==> config.mk <==
export PLATFORM = sky130hd
export DESIGN_NAME = simon_round_engine
export DESIGN_NICKNAME = d
export VERILOG_FILES = /design/src/rtl/simon_round_engine.sv
export SDC_FILE = /design/constraint.sdc
export NUM_CORES = 1
export LEC_CHECK = 0
export CORE_MARGIN = 1.5
export CORE_UTILIZATION = 50
export CTS_CLUSTER_DIAMETER = 50
export DETAILED_ROUTE_END_ITERATION = 16
export PLACE_DENSITY = 0.66
export RECOVER_POWER = 25
export SYNTH_ARGS = -nofsm -noshare
export SYNTH_HDL_FRONTEND = slang
export SYNTH_SLANG_ARGS = --single-unit
export TNS_END_PERCENT = 30
==> constraint.sdc <==
create_clock -name i_clk_simon -period 51.6 [get_ports i_clk_simon]
set_clock_uncertainty 0.05 [all_clocks]
set_input_delay 10.32 -clock i_clk_simon [delete_from_list [all_inputs] [get_ports i_clk_simon]]
set_output_delay 10.32 -clock i_clk_simon [all_outputs]
set_load 0.005 [all_outputs]
==> src/rtl/simon_round_engine.sv <==
// Iterative Simon block-cipher round engine: one block in flight, UNROLL rounds per clock,
// round keys held in a software-loaded store.
module simon_round_engine #(
    parameter int unsigned WORD_W = 16,
    parameter int unsigned ROUNDS = 32,
    parameter int unsigned UNROLL = 1,
    localparam int unsigned ADDR_W = (ROUNDS > 1) ? $clog2(ROUNDS) : 1
) (
    input  logic                  i_clk_simon,
    input  logic                  i_rst_simon,
    input  logic                  i_key_wr_en,
    input  logic [ADDR_W-1:0]     i_key_wr_addr,
    input  logic [WORD_W-1:0]     i_key_wr_data,
    output logic                  o_key_wr_err,
    input  logic                  i_in_valid,
    output logic                  o_in_ready,
    input  logic [2*WORD_W-1:0]   i_in_block,
    input  logic                  i_in_decrypt,
    output logic                  o_out_valid,
    input  logic                  i_out_ready,
    output logic [2*WORD_W-1:0]   o_out_block,
    output logic                  o_out_decrypt,
    output logic                  o_busy
);

    // Counter must be able to hold ROUNDS itself (the terminal value).
    localparam int unsigned CNT_W = $clog2(ROUNDS + 1);

    if (UNROLL == 0 || (ROUNDS % UNROLL) != 0) begin : g_bad_unroll
        $error("simon_round_engine: UNROLL must divide ROUNDS");
    end

    typedef enum logic [1:0] {StIdle, StRun, StDone} state_e;

    state_e             r_state;
    state_e             w_state_next;
    logic [WORD_W-1:0]  r_keys [ROUNDS];
    logic [WORD_W-1:0]  r_x;
    logic [WORD_W-1:0]  r_y;
    logic [CNT_W-1:0]   r_cnt;
    logic               r_dec;
    logic               r_in_ready;
    logic               r_key_wr_err;
    logic [WORD_W-1:0]  w_x_next;
    logic [WORD_W-1:0]  w_y_next;
    logic [CNT_W-1:0]   w_cnt_inc;
    logic               w_accept;
    logic               w_key_ok;
    logic               w_out_valid;
    logic               w_busy;

    function automatic logic [WORD_W-1:0] rotl(input logic [WORD_W-1:0] v,
                                               input int unsigned n);
        return (v << n) | (v >> (WORD_W - n));
    endfunction

    function automatic logic [WORD_W-1:0] simon_f(input logic [WORD_W-1:0] v);
        return (rotl(v, 1) & rotl(v, 8)) ^ rotl(v, 2);
    endfunction

    assign w_accept  = i_in_valid && r_in_ready;
    assign w_cnt_inc = r_cnt + CNT_W'(UNROLL);
    // Key writes only land while idle; a write coinciding with an accept is still used.
    assign w_key_ok  = i_key_wr_en && (r_state == StIdle) && (32'(i_key_wr_addr) < ROUNDS);

    // Chain UNROLL rounds combinationally; decrypt walks the key store from the top down.
    always_comb begin
        logic [WORD_W-1:0] x_t;
        logic [WORD_W-1:0] y_t;
        logic [WORD_W-1:0] t_t;
        logic [ADDR_W-1:0] kidx;
        x_t  = r_x;
        y_t  = r_y;
        t_t  = '0;
        kidx = '0;
        for (int unsigned u = 0; u < UNROLL; u++) begin
            if (r_dec) begin
                kidx = ADDR_W'(CNT_W'(ROUNDS - 1) - r_cnt - CNT_W'(u));
                t_t  = y_t;
                y_t  = x_t ^ simon_f(y_t) ^ r_keys[kidx];
                x_t  = t_t;
            end else begin
                kidx = ADDR_W'(r_cnt + CNT_W'(u));
                t_t  = x_t;
                x_t  = y_t ^ simon_f(x_t) ^ r_keys[kidx];
                y_t  = t_t;
            end
        end
        w_x_next = x_t;
        w_y_next = y_t;
    end

    // Next-state and status decode.
    always_comb begin
        w_state_next = r_state;
        w_out_valid  = 1'b0;
        w_busy       = 1'b1;
        unique case (r_state)
            StIdle: begin
                w_busy = 1'b0;
                if (w_accept) w_state_next = StRun;
            end
            StRun: begin
                if (w_cnt_inc == CNT_W'(ROUNDS)) w_state_next = StDone;
            end
            StDone: begin
                w_out_valid = 1'b1;
                if (i_out_ready) w_state_next = StIdle;
            end
            default: w_state_next = StIdle;
        endcase
    end

    // State register; in_ready is registered from the next state so it rises right after hand-off.
    always_ff @(posedge i_clk_simon or posedge i_rst_simon) begin
        if (i_rst_simon) begin
            r_state    <= StIdle;
            r_in_ready <= 1'b1;
        end else begin
            r_state    <= w_state_next;
            r_in_ready <= (w_state_next == StIdle);
        end
    end

    // Block datapath: latch on accept, advance UNROLL rounds per RUN cycle, hold in DONE.
    always_ff @(posedge i_clk_simon or posedge i_rst_simon) begin
        if (i_rst_simon) begin
            r_x   <= '0;
            r_y   <= '0;
            r_cnt <= '0;
            r_dec <= 1'b0;
        end else begin
            if (r_state == StIdle && w_accept) begin
                r_x   <= i_in_block[2*WORD_W-1:WORD_W];
                r_y   <= i_in_block[WORD_W-1:0];
                r_dec <= i_in_decrypt;
                r_cnt <= '0;
            end else if (r_state == StRun) begin
                r_x   <= w_x_next;
                r_y   <= w_y_next;
                r_cnt <= w_cnt_inc;
            end
        end
    end

    // Round-key store and dropped-write pulse.
    always_ff @(posedge i_clk_simon or posedge i_rst_simon) begin
        if (i_rst_simon) begin
            for (int unsigned i = 0; i < ROUNDS; i++) r_keys[i] <= '0;
            r_key_wr_err <= 1'b0;
        end else begin
            if (w_key_ok) r_keys[i_key_wr_addr] <= i_key_wr_data;
            r_key_wr_err <= i_key_wr_en && !w_key_ok;
        end
    end

    assign o_in_ready    = r_in_ready;
    assign o_out_valid   = w_out_valid;
    assign o_out_block   = {r_x, r_y};
    assign o_out_decrypt = r_dec;
    assign o_busy        = w_busy;
    assign o_key_wr_err  = r_key_wr_err;

endmodule

==> summary.txt <==
Outcome: complete, but fails checks
Violations in the final reports: max-capacitance violations, max-slew violations
Number of flops mapped to enable cells by yosys: 0
Worst hold start: r_keys[240]
Clock insertion delay at the later pin of the skew report: 0.61 ns
Clk Tree Root Cell: sky130_fd_sc_hd__clkbuf_16
Critical path type: in2async
Post-layout min period: 17.65 ns
Sum Neg Setup Slack: 0 ns
HP Class: reg2reg
Setup-failing EPs final: 0
Quantity of gates resized following cts: 0
Depth of the worst hold-timing path: 1
Syn_nets: 2,327
GRT Overall Usage: 28.36%
Instance count of the mapped netlist: 2,267
Delay of the slowest critical-path stage: 2.90 ns
Global-route wire length before repair: 135.2 mm
Initial detailed-routing violation count: 1,914
Antenna violations before repair: 1
Residual DRC count: 0
Starting Density: 50.57%
Count of buffers inserted at the top-level ports: 95
Via count of the first global-routing pass: 21.01k
Final critical-path share of the clock period: 34.20%
Io pins: 96
Slew @ Worst Pin: 5.199 ns
Critical Path Slowest Stage Cell: sky130_fd_sc_hd__clkbuf_1
Maximum level of the CTS H-tree: 3
Data arrival time of the critical path: 16.83 ns
Sequence of cells on the critical path: dlygate4sd3_1 -> clkinvlp_2 -> clkbuf_1
Net count of the finished layout: 2,310
Most used flip-flop cell after synthesis: sky130_fd_sc_hd__dfrtp_1
Vertical extent of the die: 252.8 µm
Library cells used by synthesis: 52
FF-to-FF path depth: 7
Total clock buffers created by CTS: 67
Filler Cell Count: 4,950
Detailed-route via count: 20.77k
FP Rows: 91
Die span in x: 252.8 µm
Ratio of routed vias to standard cells: 6.630
Clock tree from TritonCTS: done
Hold_ws: 0.4655 ns
Max-cap check violation count: 8
Share of async-settable or async-resettable flops after synthesis: 100.0%
Grt total ovfl: 0
Critical Path Fanout Max: 114
Final routed wire length divided by cell count: 28.33 µm
Kind of launch point of the worst setup path: primary input
Critical path data required time: 50.78 ns
Share of cells above drive strength 1: 42.83%
Largest vdd supply drop: 0.00004340 V
Core footprint: 0.06171 mm²
Syn Area/Cell: 13.77 µm²
Power Density: 55.84 mW/mm²
Routability congestion estimate from global placement: 0.8687
Most frequent cells in the layout: 551 x sky130_fd_sc_hd__mux2_2, 550 x sky130_fd_sc_hd__dfrtp_1, 239 x sky130_fd_sc_hd__mux4_2, 94 x sky130_fd_sc_hd__nand2_1, 71 x sky130_fd_sc_hd__clkbuf_16
Beginning of the worst register-to-register path: r_cnt[0]
Bufs on Longest Clock Path: 3
Leak pwr: 15.12 nW
RSZ-0062 raised after global routing: false
Flop2flop setup slack: 47.09 ns
Fmax achieved: 56.67 MHz
Number of storage elements in the synthesis netlist: 555
Worst Hold End: r_keys[240]
Element type at the critical path end: asynchronous set/reset pin
Total number of clock tree sinks: 555
Number of warnings issued by yosys: 0
Max Transition Viols Final: 393
Post-CTS Setup Repair Bufs: 0
Pin count of the biggest net entering global routing: 128
Die area: 0.06393 mm²
Cell area after synthesis: 0.03121 mm²
Clock transition at the registers of the reported paths: 0.06 ns
1st-pass router iterations: 5
Endpoint of the worst register-to-register path: r_x[15]
CTS Hold Bufs: 0
Half-perimeter wire length after detailed placement: 56.93 mm
Routed wire length: 88.76 mm
Slew Limit Headroom: -248.5%
Sequential area share after synthesis: 44.50%
Routed Antenna Nets: 0
Area Overhead vs Synth: 11.00%
Hold Vio Cnt, Final: 0
Commonest non-fill, non-tap cell in the layout: sky130_fd_sc_hd__mux2_2
## worst max-delay path: cells and delay by family
family	cells	cell delay [ns]
buffers and inverters	3	6.35
## flip-flops by register name, indices dropped and copies added (netlist names)
register / cells
o_in_ready: 1
r_y: 16
r_state: 2
r_keys: 512
r_x: 16
o_key_wr_err: 1
o_out_decrypt: 1
r_cnt: 6
## kinds of logic after synthesis
family / Yosys count / synth area share [%]
compound gates: 270 / 5.761
xor+xnor: 80 / 2.245
fa+ha+maj: 1 / 0.04008
buf+inv: 232 / 3.664
flops: 555 / 44.50
mux: 828 / 38.36
simple gates: 301 / 5.424
## synthesized netlist by cell type, types with 3 or more instances
library cell / instances / area [µm²]
sky130_fd_sc_hd__and2_1: 12 / 75.07
sky130_fd_sc_hd__nand3b_1: 21 / 157.7
sky130_fd_sc_hd__or2_2: 3 / 18.77
sky130_fd_sc_hd__mux4_2: 239 / 5383
sky130_fd_sc_hd__buf_6: 19 / 214.0
sky130_fd_sc_hd__nor2_4: 6 / 67.56
sky130_fd_sc_hd__xor2_1: 25 / 219.0
sky130_fd_sc_hd__mux2_2: 551 / 6205
sky130_fd_sc_hd__or3b_2: 9 / 78.83
sky130_fd_sc_hd__buf_4: 13 / 97.59
sky130_fd_sc_hd__o22ai_1: 60 / 375.4
sky130_fd_sc_hd__a21o_1: 8 / 60.06
sky130_fd_sc_hd__xnor2_1: 55 / 481.7
sky130_fd_sc_hd__nor2_1: 49 / 183.9
sky130_fd_sc_hd__a22o_1: 17 / 148.9
sky130_fd_sc_hd__buf_2: 62 / 310.3
sky130_fd_sc_hd__clkbuf_1: 130 / 488.0
sky130_fd_sc_hd__or3b_1: 22 / 192.7
sky130_fd_sc_hd__nand2b_1: 3 / 18.77
sky130_fd_sc_hd__nor3_1: 26 / 130.1
sky130_fd_sc_hd__buf_1: 4 / 15.01
sky130_fd_sc_hd__a21oi_1: 59 / 295.3
sky130_fd_sc_hd__o221ai_1: 41 / 359.1
sky130_fd_sc_hd__o21ai_0: 31 / 155.2
sky130_fd_sc_hd__nor4_1: 10 / 62.56
sky130_fd_sc_hd__or3_1: 3 / 18.77
sky130_fd_sc_hd__mux2i_1: 34 / 340.3
sky130_fd_sc_hd__dfrtp_1: 554 / 13860
sky130_fd_sc_hd__nor2b_1: 4 / 25.02
sky130_fd_sc_hd__nand3_1: 6 / 30.03
sky130_fd_sc_hd__nor3b_1: 20 / 150.1
sky130_fd_sc_hd__a31oi_1: 8 / 50.05
sky130_fd_sc_hd__o31ai_1: 18 / 135.1
sky130_fd_sc_hd__mux2_1: 4 / 45.04
sky130_fd_sc_hd__nand2_1: 94 / 352.8
sky130_fd_sc_hd__o21bai_1: 17 / 127.6
sky130_fd_sc_hd__a31o_2: 8 / 70.07
sky130_fd_sc_hd__nor4_2: 5 / 62.56
sky130_fd_sc_hd__inv_1: 3 / 11.26
## worst max path at each step
stage | end | start | slack [ns] | cells past startpoint
CTS | r_keys[509] | i_key_wr_en | 38.72 | 5
global placement | r_keys[502] | i_key_wr_en | 38.15 | 5
global route | r_cnt[0] | i_rst_simon | 32.40 | 3
floorplan | o_key_wr_err | i_rst_simon | 25.71 | 1
finish | r_cnt[1] | i_rst_simon | 33.95 | 3
detailed placement | r_keys[508] | i_key_wr_en | 38.09 | 5
## through the flow
stage          area, µm²  util [%]  cells  setup WS [ns]  total power, mW
2_1_floorplan      31210         -   2267          25.71            1.249
3_3_place_gp       32510     52.68   3018          38.15            1.443
3_5_place_dp       32510     52.68   3018          38.09            1.468
4_1_cts            34700     56.22   3132          38.72            1.942
5_1_grt            34640     56.13   3132          32.40            2.033
6_report           34640     56.14   3133          33.95            1.935
## where the power goes
group	switching (mW)	internal (mW)
combinational	0.392	0.412
clock	0.187	0.281
sequential	0.125	0.538
total	0.704	1.23
## per-layer routing
layer	vias up	share of wire, %	wire [µm]	track usage [%]
met3	164	7.8	6965	5.448
li1	8651	-	-	-
met1	11120	42	37710	40.12
met5	-	0	0	0
met2	841	46	41240	43.95
met4	0	3.2	2844	9.906
## area by class of cell
cell class | count | area (µm²) | share of cell area [%]
multi-input combinational | 1480 | 16200 | 46.76
tap | 837 | 1047 | 3.023
antenna | 1 | 2.502 | 0.007223
clock buffer | 96 | 2011 | 5.804
inverter | 3 | 12.51 | 0.03612
clock inverter | 18 | 175.2 | 0.5056
sequential | 555 | 13900 | 40.13
timing repair buffer | 143 | 1294 | 3.734
Power figures use the tool's default switching activity.
